<file path="src/rtl/reqxbar_fifo_if.sv">
// Requester-side and MC-side signals of one requester's FIFO/crossbar steering stage.
// slave is the steering block itself; master is whatever drives requests and grants.
interface reqxbar_fifo_if #(
  parameter int NMC   = 8,
  parameter int DEPTH = 32
);
  localparam int CW = $clog2(DEPTH + 1);

  logic           req_push;
  logic           req_last;
  logic           req_ld_st;
  logic [47:0]    req_vadr;
  logic [1:0]     req_size;
  logic [63:0]    req_wrd_rdctl;
  logic           req_idle;
  logic           req_stall;
  logic [CW-1:0]  req_cnt;
  logic [NMC-1:0] mc_grant;
  logic [NMC-1:0] mc_req_;
  logic           mc_req_last;
  logic           mc_req_ld_st;
  logic [47:0]    mc_req_vadr;
  logic [1:0]     mc_req_size;
  logic [63:0]    mc_req_wrd_rdctl;
  logic           alarm_clr;
  logic           r_ovrflow_alarm;
  logic           r_undflow_alarm;

  modport slave (
    input  req_push, req_last, req_ld_st, req_vadr, req_size, req_wrd_rdctl,
    input  mc_grant, alarm_clr,
    output req_idle, req_stall, req_cnt,
    output mc_req_, mc_req_last, mc_req_ld_st, mc_req_vadr, mc_req_size, mc_req_wrd_rdctl,
    output r_ovrflow_alarm, r_undflow_alarm
  );

  modport master (
    output req_push, req_last, req_ld_st, req_vadr, req_size, req_wrd_rdctl,
    output mc_grant, alarm_clr,
    input  req_idle, req_stall, req_cnt,
    input  mc_req_, mc_req_last, mc_req_ld_st, mc_req_vadr, mc_req_size, mc_req_wrd_rdctl,
    input  r_ovrflow_alarm, r_undflow_alarm
  );
endinterface

</file>
<file path="src/rtl/reqxbar_fifo.sv">
// Request FIFO plus single-entry steering stage: each buffered request is presented
// low-active to exactly one MC arbiter chosen by vadr[SEL_LSB +: log2(NMC)].
module reqxbar_fifo #(
  parameter int NMC     = 8,
  parameter int SEL_LSB = 6,
  parameter int DEPTH   = 32,
  parameter int WMTHLD  = 26
) (
  input  logic          clk167,
  input  logic          reset167,
  reqxbar_fifo_if.slave bus
);
  localparam int CW = $clog2(DEPTH + 1);
  localparam int AW = $clog2(DEPTH);
  localparam int SW = $clog2(NMC);
  localparam int EW = 116;

  // Entry layout: {last[115], ld_st[114], vadr[113:66], size[65:64], wrd_rdctl[63:0]}
  logic [EW-1:0]  r_mem [DEPTH];
  logic [AW-1:0]  r_wptr;
  logic [AW-1:0]  r_rptr;
  logic [CW-1:0]  r_cnt;
  logic [NMC-1:0] r_mc_req_;
  logic           r_last;
  logic           r_ld_st;
  logic [47:0]    r_vadr;
  logic [1:0]     r_size;
  logic [63:0]    r_wrd;
  logic           r_idle;
  logic           r_stall;
  logic           r_ovf;
  logic           r_udf;

  logic           w_full;
  logic           w_empty;
  logic           w_hold;
  logic           w_pop;
  logic           w_push_ok;
  logic           w_ovf_evt;
  logic           w_udf_evt;
  logic [CW-1:0]  w_cnt_nxt;
  logic [EW-1:0]  w_head;
  logic [47:0]    w_head_vadr;
  logic [SW-1:0]  w_sel;

  assign w_full      = (r_cnt == CW'(DEPTH));
  assign w_empty     = (r_cnt == '0);
  assign w_hold      = |(~r_mc_req_ & ~bus.mc_grant);
  assign w_pop       = ~w_empty & ~w_hold;
  assign w_push_ok   = bus.req_push & ~w_full;
  assign w_ovf_evt   = bus.req_push & w_full;
  assign w_udf_evt   = |(bus.mc_grant & r_mc_req_);
  assign w_cnt_nxt   = r_cnt + CW'(w_push_ok) - CW'(w_pop);
  assign w_head      = r_mem[r_rptr];
  assign w_head_vadr = w_head[113:66];
  assign w_sel       = w_head_vadr[SEL_LSB +: SW];

  // Storage is not reset; the pointers and count alone define what is valid.
  always_ff @(posedge clk167) begin
    if (!reset167 && w_push_ok)
      r_mem[r_wptr] <= {bus.req_last, bus.req_ld_st, bus.req_vadr,
                        bus.req_size, bus.req_wrd_rdctl};
  end

  always_ff @(posedge clk167) begin
    if (reset167) begin
      r_wptr    <= '0;
      r_rptr    <= '0;
      r_cnt     <= '0;
      r_mc_req_ <= '1;
      r_last    <= 1'b0;
      r_ld_st   <= 1'b0;
      r_vadr    <= '0;
      r_size    <= '0;
      r_wrd     <= '0;
      r_idle    <= 1'b1;
      r_stall   <= 1'b0;
      r_ovf     <= 1'b0;
      r_udf     <= 1'b0;
    end else begin
      if (w_push_ok) r_wptr <= r_wptr + 1'b1;
      if (w_pop)     r_rptr <= r_rptr + 1'b1;
      r_cnt <= w_cnt_nxt;

      // A pending, ungranted request freezes the whole stage.
      if (w_pop) begin
        r_mc_req_ <= ~(NMC'(1) << w_sel);
        {r_last, r_ld_st, r_vadr, r_size, r_wrd} <= w_head;
      end else if (!w_hold) begin
        r_mc_req_ <= '1;
      end

      r_stall <= (w_cnt_nxt >= CW'(WMTHLD));
      r_idle  <= (w_cnt_nxt == '0) & ~w_pop & ~w_hold;

      // An event in the same cycle as alarm_clr keeps the alarm set.
      r_ovf <= w_ovf_evt | (r_ovf & ~bus.alarm_clr);
      r_udf <= w_udf_evt | (r_udf & ~bus.alarm_clr);
    end
  end

  assign bus.req_idle         = r_idle;
  assign bus.req_stall        = r_stall;
  assign bus.req_cnt          = r_cnt;
  assign bus.mc_req_          = r_mc_req_;
  assign bus.mc_req_last      = r_last;
  assign bus.mc_req_ld_st     = r_ld_st;
  assign bus.mc_req_vadr      = r_vadr;
  assign bus.mc_req_size      = r_size;
  assign bus.mc_req_wrd_rdctl = r_wrd;
  assign bus.r_ovrflow_alarm  = r_ovf;
  assign bus.r_undflow_alarm  = r_udf;
endmodule
</file>
<file path="src/flat_wrapper.sv">
// flat-port wrapper written by rule: the top's interface ports become plain ports
module reqxbar_fifo_flat 
#(
  parameter int NMC     = 8,
  parameter int SEL_LSB = 6,
  parameter int DEPTH   = 32,
  parameter int WMTHLD  = 26
)
  (clk167, reset167, bus_req_push, bus_req_last, bus_req_ld_st, bus_req_vadr, bus_req_size, bus_req_wrd_rdctl, bus_mc_grant, bus_alarm_clr, bus_req_idle, bus_req_stall, bus_req_cnt, bus_mc_req_, bus_mc_req_last, bus_mc_req_ld_st, bus_mc_req_vadr, bus_mc_req_size, bus_mc_req_wrd_rdctl, bus_r_ovrflow_alarm, bus_r_undflow_alarm);
  reqxbar_fifo_if #(.NMC(NMC), .DEPTH(DEPTH)) bus_i ();
  input  logic clk167;
  input  logic reset167;
  input wire logic [$bits(bus_i.req_push)-1:0] bus_req_push;
  input wire logic [$bits(bus_i.req_last)-1:0] bus_req_last;
  input wire logic [$bits(bus_i.req_ld_st)-1:0] bus_req_ld_st;
  input wire logic [$bits(bus_i.req_vadr)-1:0] bus_req_vadr;
  input wire logic [$bits(bus_i.req_size)-1:0] bus_req_size;
  input wire logic [$bits(bus_i.req_wrd_rdctl)-1:0] bus_req_wrd_rdctl;
  input wire logic [$bits(bus_i.mc_grant)-1:0] bus_mc_grant;
  input wire logic [$bits(bus_i.alarm_clr)-1:0] bus_alarm_clr;
  output wire logic [$bits(bus_i.req_idle)-1:0] bus_req_idle;
  output wire logic [$bits(bus_i.req_stall)-1:0] bus_req_stall;
  output wire logic [$bits(bus_i.req_cnt)-1:0] bus_req_cnt;
  output wire logic [$bits(bus_i.mc_req_)-1:0] bus_mc_req_;
  output wire logic [$bits(bus_i.mc_req_last)-1:0] bus_mc_req_last;
  output wire logic [$bits(bus_i.mc_req_ld_st)-1:0] bus_mc_req_ld_st;
  output wire logic [$bits(bus_i.mc_req_vadr)-1:0] bus_mc_req_vadr;
  output wire logic [$bits(bus_i.mc_req_size)-1:0] bus_mc_req_size;
  output wire logic [$bits(bus_i.mc_req_wrd_rdctl)-1:0] bus_mc_req_wrd_rdctl;
  output wire logic [$bits(bus_i.r_ovrflow_alarm)-1:0] bus_r_ovrflow_alarm;
  output wire logic [$bits(bus_i.r_undflow_alarm)-1:0] bus_r_undflow_alarm;
  assign bus_i.req_push = bus_req_push;
  assign bus_i.req_last = bus_req_last;
  assign bus_i.req_ld_st = bus_req_ld_st;
  assign bus_i.req_vadr = bus_req_vadr;
  assign bus_i.req_size = bus_req_size;
  assign bus_i.req_wrd_rdctl = bus_req_wrd_rdctl;
  assign bus_i.mc_grant = bus_mc_grant;
  assign bus_i.alarm_clr = bus_alarm_clr;
  assign bus_req_idle = bus_i.req_idle;
  assign bus_req_stall = bus_i.req_stall;
  assign bus_req_cnt = bus_i.req_cnt;
  assign bus_mc_req_ = bus_i.mc_req_;
  assign bus_mc_req_last = bus_i.mc_req_last;
  assign bus_mc_req_ld_st = bus_i.mc_req_ld_st;
  assign bus_mc_req_vadr = bus_i.mc_req_vadr;
  assign bus_mc_req_size = bus_i.mc_req_size;
  assign bus_mc_req_wrd_rdctl = bus_i.mc_req_wrd_rdctl;
  assign bus_r_ovrflow_alarm = bus_i.r_ovrflow_alarm;
  assign bus_r_undflow_alarm = bus_i.r_undflow_alarm;
  reqxbar_fifo #(.NMC(NMC), .SEL_LSB(SEL_LSB), .DEPTH(DEPTH), .WMTHLD(WMTHLD)) u_core (.clk167(clk167), .reset167(reset167), .bus(bus_i));
endmodule
</file>
<file path="config.mk">
export PLATFORM = sky130hd
export DESIGN_NAME = reqxbar_fifo_flat
export DESIGN_NICKNAME = d
export VERILOG_FILES = /design/src/rtl/reqxbar_fifo_if.sv /design/src/rtl/reqxbar_fifo.sv /design/src/flat_wrapper.sv
export SDC_FILE = /design/constraint.sdc
export NUM_CORES = 2
export LEC_CHECK = 0
export ABC_AREA = 0
export CAP_MARGIN = 0
export CORE_MARGIN = 1.5
export CORE_UTILIZATION = 65
export CTS_BUF_LIST = sky130_fd_sc_hd__clkbuf_4
export DETAILED_ROUTE_END_ITERATION = 8
export HOLD_SLACK_MARGIN = 0.12
export PLACE_DENSITY = 0.83
export SYNTH_ARGS = -nofsm -noshare
export SYNTH_HDL_FRONTEND = slang
export SYNTH_SLANG_ARGS = --single-unit
</file>
<file path="constraint.sdc">
create_clock -name clk167 -period 19.2 [get_ports clk167]
set_input_delay 1.92 -clock clk167 [delete_from_list [all_inputs] [get_ports clk167]]
set_output_delay 1.92 -clock clk167 [all_outputs]
set_load 0.1 [all_outputs]
</file>
==> impl_metrics.toml <==
[job]
max-cap-violations = 0

[clocking]
hold_buffers = 0
cts_tree = "built"
clk_latency_ps = 1470
postCtsSetupBuffers = 0
clk_pin_slew_ps = 70
cts.htree.levels = 6
numCtsBuffers = 890
cts.sinks = 3861
clock_path_buffers = 4
ctsResizeCount = 0
cts_root_buffer = "clkbuf_4"

[power_and_ir_drop]
peakVddDrop_mv = 0.119
p_leak_nw = 50.7
p_per_area_nw_per_um2 = 124
power_mw = 20.3

[routing]
drt_pass1_iterations = 6
wl_per_cell_um = 33.1
first_iter_violations = 11100
finalWirelength_mm = 366
viasPerCell = 6.88
vias = 76000
ant_nets = 0
drc = 0

[timing]
worst_slack_ps = 13180
fin_crit_sh_pct = 31.3
fmax_mhz = 166
hold_violations = 0
post-route-min-period_ps = 6020
skew_ps = 128
slew_viol_final = 0
tightest_slew_ps = 1410
rsz0062_at_grt = "false"
finalSetupTns_ps = 0
relSlewSlack_pct = 5.61
setup_violations = 0

[hold_path]
hold_path_class = "flip-flop to flip-flop"

[placement]
place_congestion = 0.785
dp_hpwl_mm = 181
dpl_worst_slack_ps = 12090
placed_area_um2 = 152000
io_buffers = 261

[floorplanning]
die_w_um = 477
die_area_um2 = 227000
fp-row-count = 173
start_util_pct = 65.5
die_h_um = 477
core_area_um2 = 223000
top_level_ports = 262

[layout]
layout-drive-gt1-share_pct = 31.5
fill_cells = 11600
fin_area_um2 = 164000
num-nets-final = 7456
multi_input_area_um2 = 30100
area_growth_pct = 12.3
ff_latch_area_um2 = 114000
fin_util_pct = 73.6

[yosys]
synth_edf_count = 3712
yosysUniqueCellTypes = 55
synth.net_count = 6537
syn_avg_cell_area_um2 = 22.8
ys.flop_type = "edfxtp_1"
syn_inst = 6394
synthArstFlopShare_pct = 0
netlist_area_um2 = 146000
ys_seq_elements = 3861
ys_warn_count = 0
ys_seq_area_share_pct = 78.4

[outcome]
status = "finished, final reports clean"

[worst_setup_path]
startpoint_type = "flip-flop"
end_kind = "flip-flop"
path_common_cell = "buf_4"
path_max_fanout = 48
cp.arrival_ps = 7290
crit_type = "flip-flop to flip-flop"
slowest_stage = "buf_4"
critPathMaxStageDelay_ps = 880
required_ps = 20480
path_cells = "buf_4 -> buf_4 -> buf_4 -> buf_4 -> mux4_2 -> nor2b_1 -> a211oi_1 -> a21oi_1 -> a32o_1"

[global_route]
antenna_found_initial = 36
grt_pass1_wl_mm = 526
grt.overflow.total = 0
grt_max_degree = 143
track_usage_pct = 32.3
grt_pass1_vias = 77800
==> synth_stat cells (9+ instances only) <==
master,n,area (um2)
inv_1,19,71.3
nor2_1,73,274
mux2i_1,229,2290
mux4_1,9,236
nand2_1,15,56.3
a22oi_1,16,120
a211oi_1,223,1670
edfxtp_1,3712,111000
ha_1,14,175
dfxtp_1,149,2980
a32o_1,107,1070
buf_1,55,206
a21oi_1,227,1140
mux4_2,921,20700
buf_2,158,791
nor2b_1,225,1410
clkbuf_1,149,559
==> state kept, by name, indices dropped and copies added (netlist names), 2 cells and up, named ones only <==
name,cells
u_core.bus.mc_req_,8
u_core.bus.mc_req_wrd_rdctl,64
u_core.r_rptr,5
u_core.bus.mc_req_size,2
u_core.bus.req_cnt,6
u_core.r_mem,3712
u_core.r_wptr,5
u_core.bus.mc_req_vadr,48
==> power by group <==
group	internal (mW)	switching (mW)
clock network	3.43	3.16
logic	1.66	2.45
registers	9.40	0.180
==> cells in the final DEF, fill, tap and decap left out, types with 3 or more instances in the layout <==
master	instances
edfxtp_1	3712
clkbuf_4	1375
mux4_2	921
clkdlybuf4s50_1	260
mux2i_1	229
a21oi_1	227
nor2b_1	224
a211oi_1	223
clkinv_1	193
dfxtp_1	145
buf_4	121
a32o_1	107
nor2_1	40
nor2_4	33
diode_2	28
clkinv_2	23
inv_1	19
a22oi_1	16
nand2_1	15
buf_12	15
ha_1	14
bufinv_16	13
inv_2	12
mux4_1	9
nand4_1	7
nor3_1	7
xor2_1	7
nand3_1	6
a31oi_1	6
and2_1	5
o22ai_1	4
nand3b_1	4
a41oi_1	4
xnor2_1	4
dfxtp_4	3
==> per-stage QoR <==
stage | cells | hold slack, ps
global route | 11000 | 494
global placement | 9396 | 454
finish | 11000 | 476
CTS | 11000 | 477
floorplan | 6394 | 470
detailed placement | 9396 | 461
==> final timing paths <==
kind	cells past startpoint	slack, ps	start	endpoint
max reg2reg	9	13180	flip-flop	u_core.bus.mc_req_wrd_rdctl[55]
max	9	13180	flip-flop	u_core.bus.mc_req_wrd_rdctl[55]
min reg2reg	1	480	u_core.bus.mc_req_wrd_rdctl[31]	u_core.bus.mc_req_wrd_rdctl[31]
min	1	480	u_core.bus.mc_req_wrd_rdctl[31]	u_core.bus.mc_req_wrd_rdctl[31]
==> worst max-delay path: cells and delay by family (launching register included) <==
family / cells / cell delay, ps
multiplexers: 1 / 610
AND/OR/NAND/NOR: 1 / 150
flip-flops: 1 / 700
buffers and inverters: 4 / 3400
AO/OA/AOI/OAI: 3 / 810
==> area by class of cell <==
| class | instances | share of cell area (%) |
|---|---|---|
| sequential | 3861 | 69.8 |
| antenna | 28 | 0.0428 |
| multi-input combinational | 2144 | 18.4 |
| tap | 2975 | 2.27 |
| clock buffer | 1375 | 6.30 |
| timing repair buffer | 396 | 2.33 |
| clock inverter | 245 | 0.802 |
| inverter | 20 | 0.0458 |
==> kinds of logic (layout without fill, tap and decap cells) <==
kind of cell,count (synthesis),count (layout),share of synthesized area [%]
mux,1162,1162,16.0
compound gates,600,600,2.88
buf+inv,389,2036,1.16
flops,3861,3861,78.4
simple gates,356,356,1.38
other cells,0,28,0
fa+ha+maj,15,15,0.134
xor+xnor,11,11,0.0660
==> per-layer routing <==
layer / GRT usage, % / wire length, um / part of all wire [%] / vias up
met2: 51.6 / 182000 / 50 / 6368
met4: 13.1 / 13500 / 3.7 / 16
met3: 7.63 / 45400 / 12 / 872
met1: 43.7 / 125000 / 34 / 39000
met5: 0 / 112 / 0.031 / -
li1: - / - / - / 29700
No activity file was read; power rests on OpenSTA's default activity.
